--- src/rtl/hex_word_pager.sv ---
// Holds a captured debug word and shows one page of hex nibbles at a time to the
// 7-segment decoders. Pages advance on a debounced button press and on an optional timer.
module hex_word_pager #(
  parameter int DATA_WIDTH      = 32,
  parameter int NUM_DIGITS      = 4,
  parameter int DEBOUNCE_CYCLES = 50000,
  parameter int AUTO_PERIOD     = 0,
  parameter int LZ_BLANK        = 0,
  localparam int PAGE_BITS      = 4 * NUM_DIGITS,
  localparam int PAGES          = DATA_WIDTH / PAGE_BITS,
  localparam int PAGE_W         = (PAGES > 1) ? $clog2(PAGES) : 1
) (
  input  logic                  clk,
  input  logic                  rst,
  input  logic                  load_en,
  input  logic [DATA_WIDTH-1:0] data_in,
  input  logic                  page_btn,
  output logic [PAGE_BITS-1:0]  nibbles,
  output logic [PAGE_W-1:0]     page_idx,
  output logic [NUM_DIGITS-1:0] blank,
  output logic                  valid
);

  localparam int CNT_W  = $clog2(DEBOUNCE_CYCLES);
  localparam int AUTO_W = (AUTO_PERIOD > 1) ? $clog2(AUTO_PERIOD) : 1;

  localparam logic [CNT_W-1:0]  CNT_LAST  = CNT_W'(DEBOUNCE_CYCLES - 1);
  localparam logic [AUTO_W-1:0] AUTO_LAST = AUTO_W'((AUTO_PERIOD == 0) ? 0 : AUTO_PERIOD - 1);
  localparam logic [PAGE_W-1:0] PAGE_LAST = PAGE_W'(PAGES - 1);

  typedef enum logic [1:0] {
    S_RELEASED,
    S_PRESS_WAIT,
    S_PRESSED,
    S_RELEASE_WAIT
  } btn_state_t;

  logic [DATA_WIDTH-1:0] r_word;
  logic [PAGE_W-1:0]     r_page_idx;
  logic                  r_valid;
  logic [1:0]            r_sync;
  logic [1:0]            r_primed;
  logic                  r_armed;
  btn_state_t            r_state;
  logic [CNT_W-1:0]      r_cnt;
  logic [AUTO_W-1:0]     r_auto_cnt;

  logic                  w_sync_btn;
  logic                  w_btn_adv;
  logic                  w_auto_adv;
  logic                  w_adv;
  logic [PAGE_W-1:0]     w_next_page;
  logic [PAGE_BITS-1:0]  w_nibbles;
  logic [NUM_DIGITS-1:0] w_blank;
  logic                  w_zero_above;

  assign w_sync_btn  = r_sync[1];
  assign w_btn_adv   = (r_state == S_PRESS_WAIT) && !w_sync_btn && (r_cnt == CNT_LAST) && r_armed;
  assign w_auto_adv  = (AUTO_PERIOD != 0) && (r_auto_cnt == AUTO_LAST);
  assign w_adv       = w_btn_adv || w_auto_adv;
  assign w_next_page = (r_page_idx == PAGE_LAST) ? '0 : r_page_idx + PAGE_W'(1);

  // NOTE: every register here uses <= so all flops update together from pre-edge values.
  always_ff @(posedge clk) begin
    if (!rst) begin
      r_sync   <= 2'b11;
      r_primed <= 2'b00;
    end else begin
      r_sync   <= {r_sync[0], page_btn};
      r_primed <= {r_primed[0], 1'b1};
    end
  end

  // Presses only count once a real released level has been seen after reset, so a
  // button held through reset cannot produce an advance until it is pressed again.
  always_ff @(posedge clk) begin
    if (!rst) begin
      r_armed <= 1'b0;
    end else if (r_primed[1] && w_sync_btn && (r_state == S_RELEASED)) begin
      r_armed <= 1'b1;
    end
  end

  always_ff @(posedge clk) begin
    if (!rst) begin
      r_state <= S_RELEASED;
      r_cnt   <= '0;
    end else begin
      unique case (r_state)
        S_RELEASED: begin
          if (!w_sync_btn) begin
            r_state <= S_PRESS_WAIT;
            r_cnt   <= '0;
          end
        end
        S_PRESS_WAIT: begin
          if (w_sync_btn)              r_state <= S_RELEASED;
          else if (r_cnt == CNT_LAST)  r_state <= S_PRESSED;
          else                         r_cnt   <= r_cnt + CNT_W'(1);
        end
        S_PRESSED: begin
          if (w_sync_btn) begin
            r_state <= S_RELEASE_WAIT;
            r_cnt   <= '0;
          end
        end
        S_RELEASE_WAIT: begin
          if (!w_sync_btn)             r_state <= S_PRESSED;
          else if (r_cnt == CNT_LAST)  r_state <= S_RELEASED;
          else                         r_cnt   <= r_cnt + CNT_W'(1);
        end
        default: r_state <= S_RELEASED;
      endcase
    end
  end

  always_ff @(posedge clk) begin
    if (!rst) begin
      r_auto_cnt <= '0;
    end else if ((AUTO_PERIOD == 0) || load_en || w_btn_adv || w_auto_adv) begin
      r_auto_cnt <= '0;
    end else begin
      r_auto_cnt <= r_auto_cnt + AUTO_W'(1);
    end
  end

  // A load in the same cycle as any advance wins and returns to the first page.
  always_ff @(posedge clk) begin
    if (!rst) begin
      r_word     <= '0;
      r_page_idx <= '0;
      r_valid    <= 1'b0;
    end else if (load_en) begin
      r_word     <= data_in;
      r_page_idx <= '0;
      r_valid    <= 1'b1;
    end else if (w_adv) begin
      r_page_idx <= w_next_page;
    end
  end

  assign w_nibbles = r_word[r_page_idx * PAGE_BITS +: PAGE_BITS];

  // NOTE: both outputs get a default first so no path through this block can infer a latch.
  always_comb begin
    w_blank      = '0;
    w_zero_above = 1'b1;
    if (!r_valid) begin
      w_blank = '1;
    end else if (LZ_BLANK != 0) begin
      for (int k = NUM_DIGITS - 1; k >= 1; k--) begin
        w_zero_above = w_zero_above && (w_nibbles[4*k +: 4] == 4'h0);
        w_blank[k]   = w_zero_above;
      end
    end
  end

  assign nibbles  = w_nibbles;
  assign page_idx = r_page_idx;
  assign blank    = w_blank;
  assign valid    = r_valid;

endmodule

--- config.mk ---
export PLATFORM = sky130hd
export DESIGN_NAME = hex_word_pager
export DESIGN_NICKNAME = d
export VERILOG_FILES = /design/src/rtl/hex_word_pager.sv
export SDC_FILE = /design/constraint.sdc
export NUM_CORES = 1
export LEC_CHECK = 0
export CAP_MARGIN = 0
export CORE_UTILIZATION = 30
export CTS_CLUSTER_SIZE = 40
export DETAILED_ROUTE_END_ITERATION = 10
export PLACE_DENSITY = 0.56
export SYNTH_ARGS = -nofsm -noshare
export SYNTH_HDL_FRONTEND = slang
export SYNTH_SLANG_ARGS = --single-unit
--- constraint.sdc ---
create_clock -name clk -period 2.1 [get_ports clk]
set_clock_uncertainty 0.2 [all_clocks]
set_input_delay 0.525 -clock clk [delete_from_list [all_inputs] [get_ports clk]]
set_output_delay 0.525 -clock clk [all_outputs]
set_load 0.005 [all_outputs]
==> impl_results.md, run 1 <==
- Slew of the pin with the lowest slew margin: 0.4215 ns
- Io pins: 58
- Multi-input gate area: 1318 um^2
- Netlist cell types: 38
- Syn Inst Count: between 200 and 300
- First-pass GRT wire length: 8935 um
- Core footprint: between 8000 and 9000 um^2
- Total Wirelength: between 5000 and 6000 um
- Worst stage delay on the critical path: slightly above 0.4 ns
- GRT Total Usage: a little over an eighth
- Setup ws final: -0.01165 ns
- Worst r2r path cells: 5
- Pre-CTS setup slack: 0.06933 ns
- CTS tree: built
- Dominant cell type by area after synthesis: dfxtp_1
- Height of the die: 94.20 um
- Worst path depth: 4
- Post-route DRC: 0
- Pin count of the biggest net entering global routing: 35
- Sum of negative setup slack: -0.02102 ns
- Die W: between 90 and 100 um
- Required time of the critical path: around 1.4 ns
- Most frequent CP cell: buf_6
- Critical Path Start Type: flop
- Relative slew slack: 71.64%
- H-tree depth: 3
- Top-area cell type share of the netlist area: between 40% and 50%
- Die area: about 8900 um^2
- Dominant cells by area after synthesis: dfxtp_1 45%, mux2i_1 13%, nor2b_1 7.9%
- Slowest CP cell: dfxtp_4
- Input/output buffers: between 50 and 60
- Top cell family by delay on the critical path: flip-flops
- Post-detailed-route count of antenna-violating nets: 0
- WP data arrival: 1.39 ns
- Crit path kind: flop to output pin
- Min-Delay Path Class: flop to flop
- Average size of a mapped cell: approximately 10 um^2
- Share of cells above drive strength 1: about 22%
- Asr flop ratio synth: 0%
- DR WL/cell: about 13 um
- Min cycle time layout: between 2 and 2.5 ns
- Vias: 2016
- Antenna cells: 0
- Top post-synthesis cells by count: 57 x dfxtp_1, 33 x mux2i_1, 32 x nor2b_1, 16 x mux2_2, 9 x a21oi_1
- RSZ-0062 raised after global routing: yes
- Area Overhead vs Synth: 38.32%
- Fin cells: approximately 430
- Vias per std cell: 4.710
- Peak supply drop: roughly 0.34 mV
- Starting DRT DRC Count: 76
- Max clock buf depth: 2
- Post-CTS Hold Buffers: 0
- Pwr Density: slightly above 700 nW/um^2
- Failing checks: setup timing
- CTS clk-pin slew, worst paths: roughly 0.07 ns
- WP buf/inv: 3
- Filler instances: a little over 800
- Setup violators final: 2
- Row Count: 33
- Total grt overflow: 0
- Hold Path Depth: 1
- EDFF count, synth: 0
- CTS Buf Count: 9
- Fin crit share: 100.6%
- Run status: finished, violations left
- Seq cells post-synth: 57
- Max Fclk: 473.6 MHz
- Register Area: 1145 um^2
- CP Cell Sequence: buf_12 > buf_6 > mux2_4 > buf_6
- Dominant synthesized flop cell: dfxtp_1
- Worst-Skew Late Latency: 0.33 ns
- Syn nets: between 200 and 300
- Root Driver: clkbuf_8
- Placed Cells: 410
- Slew Viols, Final: 0
- RD Place Congestion: roughly 0.77
- Sequential share of the synthesized area: ~45%
- Crit-path max FO: 6
- Vias in the first global route: between 1500 and 2000
- Nets@finish: around 360
- Top-count cell post-synth: dfxtp_1
- Mapped Area: roughly 2500 um^2
- Pleak: around 1.4 nW
- First-pass iteration count of the detailed router: 4
- Crit. End Element: output pin
- Syn. warnings: 0
- Clk sinks: between 50 and 60
- Starting density of the core: 31.03%
- Final Hold Vio Count: 0
- HPWL reported at the end of detailed placement: approximately 3700 um
- Max Cap Viol: 0
- Initial antenna violation count: 0
## cells by family (layout without fill, tap and decap cells)
family,after synthesis,after routing,share of synthesized area [%]
XOR/XNOR,6,6,2.061
flip-flops,57,57,44.75
adder cells (fa/ha/maj),1,1,0.4906
multiplexers,49,49,20.02
AO/OA/AOI/OAI,26,26,6.330
buffers and inverters,24,95,4.367
AND/OR/NAND/NOR,89,89,21.98
## per-stage QoR
step | utilization, % | hold WS (ns) | area (um^2) | total power, W
after floorplan | - | 0.1863 | 2550 | 0.001286
after global placement | 40.17 | 0.1910 | 3301 | 0.001425
after detailed placement | 40.17 | 0.1988 | 3301 | 0.001427
after CTS | 42.99 | 0.2150 | 3532 | 0.002528
after global routing | 42.93 | 0.2242 | 3527 | 0.002599
final | 42.93 | 0.2105 | 3527 | 0.002485
## path summary, 6_finish.rpt
path | start | end | slack [ns]
setup / recovery | page_idx$_SDFFE_PP0P_ | nibbles[9] | -0.01
hold reg to reg | r_sync[0]$_SDFF_PN1_ | r_sync[1]$_SDFF_PN1_ | 0.21
setup reg to reg | r_cnt[1]$_SDFFE_PN0P_ | r_cnt[3]$_SDFFE_PN0P_ | 0.13
hold / removal | r_sync[0]$_SDFF_PN1_ | r_sync[1]$_SDFF_PN1_ | 0.21
## cell type report
class | count | area share, %
Multi-Input combinational cell | 171 | 37.35
Clock buffer | 10 | 3.618
Inverter | 6 | 0.6385
Clock inverter | 6 | 2.341
Sequential cell | 57 | 32.46
Tap cell | 105 | 3.725
Timing Repair Buffer | 73 | 19.87
## metal layers
| metal | share of wire, % | global-route usage [%] |
|---|---|---|
| met3 | 3.9 | 2.589 |
| met2 | 45 | 19.99 |
| met4 | 2.0 | 6.538 |
| met5 | 0 | 0 |
| met1 | 50 | 17.28 |
## state kept, by name (all words and copies together), names as in the netlist, named ones only
name and cells:
r_primed 2, r_word 32, valid 1, r_state 1, page_idx 1, r_armed 1
r_sync 2, r_cnt 16
## power breakdown
group          switching (W)  total, W  internal (W)
logic              0.0000852  0.000245      0.000160
clock network       0.000432   0.00109      0.000662
registers          0.0000229   0.00115       0.00112
total               0.000540   0.00249       0.00195
## cells in the final DEF, fill, tap and decap left out, drive strengths merged, types with 3 or more instances in the layout
cell / count
nor4: 5
xnor2: 5
nand4: 5
or4: 5
clkdlybuf4s50: 39
and4: 3
nand3: 6
o21ai: 5
clkinv: 3
inv: 6
o31ai: 5
nand2: 7
mux2: 16
clkbuf: 13
a21oi: 9
o211ai: 4
buf: 30
nor2b: 32
nor2: 7
nand2b: 4
dfxtp: 57
mux2i: 33
or3: 5
## what timing repair did
action,CTS,global route
cloned,1,0
resized for setup,70,8
endpoints found under the setup margin,17,9
setup buffers,2,0
Note: power is estimated with default switching activity, not from simulation.
==> inputs of run 2 (changes only) <==
CELL_PAD_IN_SITES_DETAIL_PLACEMENT = 0   (was default)
CELL_PAD_IN_SITES_GLOBAL_PLACEMENT = 1   (was default)
PLACE_DENSITY = 0.69   (was 0.56)
==> impl_results.md, run 2 (synthesis gave the netlist of run 1 again) <==
- WP data arrival: between 1 and 1.5 ns
- Crit. End Element: output pin
- Pleak: 1.382 nW
- Worst-Skew Late Latency: around 0.33 ns
- Height of the die: between 90 and 100 um
- Post-route cell area: ~3600 um^2
- Vias per std cell: ~4.7
- Share of cells above drive strength 1: 22.91%
- H-tree depth: 3
- Finished Core Util: between 40% and 50%
- Root Driver: clkbuf_8
- Total Wirelength: around 5700 um
- Die W: approximately 94 um
- Max clock buf depth: 2
- First-pass iteration count of the detailed router: 4
- RSZ-0062 raised after global routing: no
- Die area: about 8900 um^2
- HPWL reported at the end of detailed placement: a little under 4000 um
- Required time of the critical path: between 1 and 1.5 ns
- Io pins: between 50 and 60
- DR WL/cell: around 13 um
- Post-route DRC: 0
- Max Fclk: 489.2 MHz
- Slew Viols, Final: 0
- M1 GR Usage: between 15 and 20%
- Crit-path max FO: 7
- Met3 Use GR: 3.964%
- Seq pwr share: a little under half
- Max Cap Viol: 0
- Total grt overflow: 0
- P_sw: around 0.00053 W
- Min-Delay Path Class: flop to flop
- Vias: about 2000
- CTS tree: built
- Commonest non-fill, non-tap cells in the layout: 55 x dfxtp_1, 39 x clkdlybuf4s50_1, 33 x mux2i_1
- CTS clk-pin slew, worst paths: 0.07 ns
- Relative slew slack: approximately 70%
- WHS: about 0.21 ns
- Input/output buffers: between 50 and 60
- Pwr Density: 693.9 nW/um^2
- Slew of the pin with the lowest slew margin: about 0.42 ns
- Pin count of the biggest net entering global routing: 35
- Number of flip-flops in the largest register: 32
- Fin crit share: between 90% and 100%
- Peak supply drop: between 0.3 and 0.4 mV
- Setup violators final: 0
- Clock share of power: a little over two fifths
- Area Overhead vs Synth: 39.30%
- Crit path kind: flop to output pin
- Combinational power share: between 10% and 20%
- Final Hold Vio Count: 0
- GRT Total Usage: between 10% and 20%
- Sum of negative setup slack: 0 ns
- Met2 GRT Util: 22.10%
- First-pass GRT wire length: 9646 um
- Post-detailed-route count of antenna-violating nets: 0
- Run status: completed
- Vias in the first global route: roughly 2000
- Min cycle time layout: approximately 2.0 ns
- Row Count: 33
- Grt peak-use layer: met2
- RD Place Congestion: about 0.68
- Starting density of the core: between 30% and 40%
- Top reg by flops: r_word
- Clk sinks: 57
- Antenna cells: 0
- Starting DRT DRC Count: 62
- CTS Buf Count: 9
- Sw Share: approximately a fifth
- Critical Path Start Type: flop
- Core footprint: between 8000 and 9000 um^2
- Initial antenna violation count: 0
- Nets@finish: ~360
- Int Pwr: 0.001938 W
- Leading cell type in the layout, fill and taps excluded: dfxtp_1
- Largest regs: r_word x32, r_cnt x16
- Placed Instance Area: 3308 um^2
## run 2: cell count changes in the layout (fill, tap and decap cells not counted), moves of 2 or more
| cell | before | now |
|---|---|---|
| clkinv_2 | 3 | 1 |
| clkbuf_8 | 9 | 12 |
| clkbuf_2 | 3 | 0 |
| mux2_2 | 11 | 5 |
| buf_4 | 10 | 12 |
| buf_6 | 7 | 9 |
| mux2_4 | 5 | 11 |
## run 2: path summary, 6_finish.rpt
path,slack (ns),startpoint,to,cells after the start
max,0.06,page_idx$_SDFFE_PP0P_,nibbles[8],3
min,0.21,r_sync[0]$_SDFF_PN1_,r_sync[1]$_SDFF_PN1_,1
max reg2reg,0.16,r_cnt[15]$_SDFFE_PN0P_,flop,5
min reg2reg,0.21,r_sync[0]$_SDFF_PN1_,r_sync[1]$_SDFF_PN1_,1
## run 2: cell type report
cell class	instances	area [um^2]
clock buffer	14	172.7
clock inverter	2	35.03
fill	821	4664
inverter	6	22.52
multi-input combinational	171	1349
sequential	57	1146
tap	105	131.4
timing repair buffer	73	695.7
## run 2: repair_timing
action,in CTS,in global routing
hold buffers,0,0
endpoints found under the setup margin,18,19
setup buffers,3,0
gates resized for setup,90,3
cloned,1,0
## run 2: worst max-delay path, cell delays in order, from the launching register on
cell and delay, ns:
dfxtp_4 0.37, buf_6 0.15, mux2_2 0.33, buf_2 0.13
## run 2: power by group through the flow
stage / sequential, W / combinational, W / clock [W]
2_1_floorplan: 0.00116 / 0.000122 / 0
3_3_place_gp: 0.00117 / 0.000257 / 0
3_5_place_dp: 0.00117 / 0.000259 / 0
4_1_cts: 0.00115 / 0.000262 / 0.00109
5_1_grt: 0.00115 / 0.000282 / 0.00115
6_report: 0.00115 / 0.000258 / 0.00106
## run 2: per-layer routing
| layer | vias up | wire length, um |
|---|---|---|
| met4 | 0 | 92 |
| met2 | 43 | 2674 |
| met1 | 935 | 2727 |
| li1 | 1025 | - |
| met5 | - | 0 |
| met3 | 9 | 245 |
## run 2: per-stage QoR
| stage | std cells | setup WS, ns | total power (W) |
|---|---|---|---|
| 2_1_floorplan | 252 | 0.03613 | 0.001286 |
| 3_3_place_gp | 411 | 0.03340 | 0.001428 |
| 3_5_place_dp | 411 | 0.02614 | 0.001430 |
| 4_1_cts | 431 | -0.01502 | 0.002503 |
| 5_1_grt | 428 | 0.001226 | 0.002584 |
| 6_report | 428 | 0.05581 | 0.002465 |
==> inputs of run 3 (changes only) <==
==> constraint.sdc (replaced) <==
create_clock -name clk -period 2.1 [get_ports clk]
set_clock_uncertainty 0.2 [all_clocks]
set_input_delay 0.525 -clock clk [delete_from_list [all_inputs] [get_ports clk]]
set_output_delay 0.525 -clock clk [all_outputs]
set_load 0.02 [all_outputs]
==> impl_results.md, run 3 (synthesis gave the netlist of run 1 again) <==
- Pin count of the biggest net entering global routing: 31
- Worst stage delay on the critical path: around 0.35 ns
- Postcts setup bufs: 0
- Reg2Reg Launch Point: r_cnt[7]$_SDFFE_PN0P_
- Nets@finish: between 300 and 400
- Total Wirelength: about 5500 um
- First-pass GRT wire length: about 9500 um
- Vias per std cell: between 4 and 5
- Max Cap Viol: 0
- Crit-path max FO: 5
- Worst r2r path cells: 5
- Required time of the critical path: ~1.4 ns
- WP buf/inv: 2
- Largest regs: r_word x32, r_cnt x16
- Hold Path Origin: r_sync[0]$_SDFF_PN1_
- Initial antenna violation count: 0
- CTS Buf Count: 9
- Leading cell type in the layout, fill and taps excluded: dfxtp_1
- WP data arrival: between 1 and 1.5 ns
- Antenna cells: 0
- Max clock buf depth: 2
- Max Fclk: roughly 490 MHz
- Number of flip-flops in the largest register: 32
- Io pins: between 50 and 60
- Slew of the pin with the lowest slew margin: ~0.61 ns
- DR WL/cell: 13.04 um
- Worst-Skew Late Latency: 0.33 ns
- Setup ws final: 0.05776 ns
- GRT Total Usage: 13.96%
- Vias in the first global route: roughly 1900
- HPWL reported at the end of detailed placement: around 3900 um
- Crit. End Element: output pin
- Critical Path Start Type: flop
- Area Overhead vs Synth: 32.97%
- Commonest non-fill, non-tap cells in the layout: 56 x dfxtp_1, 34 x clkdlybuf4s50_1, 33 x mux2i_1
- Hold endpoint: r_sync[1]$_SDFF_PN1_
- Top reg by flops: r_word
- Fin crit share: between 90% and 100%
- Vias: roughly 2000
- Pwr Density: between 700 and 800 nW/um^2
- WHS: between 0.2 and 0.25 ns
- CP Cell Sequence: buf_4 > mux2_2 > buf_2
- Starting DRT DRC Count: slightly below 70
- Pleak: about 1.3 nW
- Row Count: 33
- Starting density of the core: 31.03%
- R2R setup slack: around 0.11 ns
- CTS tree: built
- Pre-CTS setup slack: -0.02997 ns
- Top cell family by delay on the critical path: flip-flops
- Post-route DRC: 0
- RSZ-0062 raised after global routing: yes
- Height of the die: 94.20 um
- RD Place Congestion: between 0.7 and 0.8
- Peak supply drop: about 0.32 mV
- Crit path kind: flop to output pin
- Setup violators final: 0
- Slew Viols, Final: 0
- Post-detailed-route count of antenna-violating nets: 0
- Run status: completed
- Min cycle time layout: around 2.0 ns
- Final Hold Vio Count: 0
- Total grt overflow: 0
- CTS clk-pin slew, worst paths: 0.06 ns
- Hold Path Depth: 1
- First-pass iteration count of the detailed router: 4
- H-tree depth: 3
- Clk sinks: 57
- Relative slew slack: 59.17%
- Die area: between 8000 and 9000 um^2
- Min-Delay Path Class: flop to flop
- Die W: around 94 um
- Core footprint: approximately 8000 um^2
- Root Driver: clkbuf_8
- Slowest CP cell: dfxtp_2
- Filler instances: approximately 820
- Input/output buffers: 57
- Share of cells above drive strength 1: 21.56%
[run 3: cell count changes in the layout (fill, tap and decap cells not counted), moves of 2 or more]
cell / previous run / this run
clkbuf_8: 12 / 9
buf_6: 9 / 1
clkbuf_1: 2 / 0
mux2_2: 5 / 15
dlygate4sd2_1: 1 / 5
mux2_4: 11 / 1
buf_12: 3 / 1
clkdlybuf4s50_1: 39 / 34
buf_2: 9 / 16
clkinvlp_4: 0 / 3
[run 3: worst reg2reg max path, stage by stage, from the launching register on]
cell and delay (ns):
dfxtp_1 0.36, nor4b_1 0.44, and4_1 0.42, buf_4 0.19, mux2i_1 0.19, and2_1 0.13
[run 3: cell type report]
class	count	area [um^2]	area share [%]
inverter	6	22.52	0.6642
multi-input combinational	171	1301	38.38
tap	105	131.4	3.875
timing repair buffer	70	598.1	17.64
clock inverter	7	71.32	2.103
clock buffer	9	123.9	3.653
sequential	57	1142	33.69
[run 3: through the flow]
stage                     utilization (%)  area (um^2)  power, W  cells    TNS, ns
after detailed placement            39.77         3268  0.001454    409    -0.2431
final                               41.27         3391  0.002410    425          0
after floorplan                         -         2552  0.001315    252          0
after global routing                41.27         3391  0.002541    425  -0.008110
after global placement              39.77         3268  0.001452    409   -0.02807
after CTS                           41.16         3382  0.002455    425          0
[run 3: what timing repair did]
item                                    in CTS  in global routing
hold buffers                                 0                  0
resized for setup                           71                  3
endpoints found under the setup margin      21                  4
[run 3: routing by layer]
metal,GRT usage (%),share of wire (%),vias to the layer above
met5,0,0,-
met4,5.641,1.3,0
met3,5.259,4.7,5
met2,20.89,46,51
met1,17.88,47,907
li1,-,-,1019
[run 3: power breakdown]
| part | internal [W] | total [W] | leakage, nW | switching, W |
|---|---|---|---|---|
| Sequential | 0.00112 | 0.00115 | 0.468 | 0.0000229 |
| Clock | 0.000544 | 0.00100 | 0.0912 | 0.000459 |
| Combinational | 0.000147 | 0.000259 | 0.771 | 0.000112 |
[run 3: worst max path at each step]
| stage | start | end | slack (ns) | cells past startpoint |
|---|---|---|---|---|
| 2_1_floorplan | page_idx$_SDFFE_PP0P_ | nibbles[0] | 0.1 | 3 |
| 3_3_place_gp | page_idx$_SDFFE_PP0P_ | nibbles[12] | -0.005 | 3 |
| 3_5_place_dp | page_idx$_SDFFE_PP0P_ | nibbles[14] | -0.03 | 3 |
| 4_1_cts | page_idx$_SDFFE_PP0P_ | nibbles[1] | 0.02 | 3 |
| 5_1_grt | page_idx$_SDFFE_PP0P_ | nibbles[1] | -0.007 | 3 |
| 6_report | page_idx$_SDFFE_PP0P_ | nibbles[1] | 0.06 | 3 |
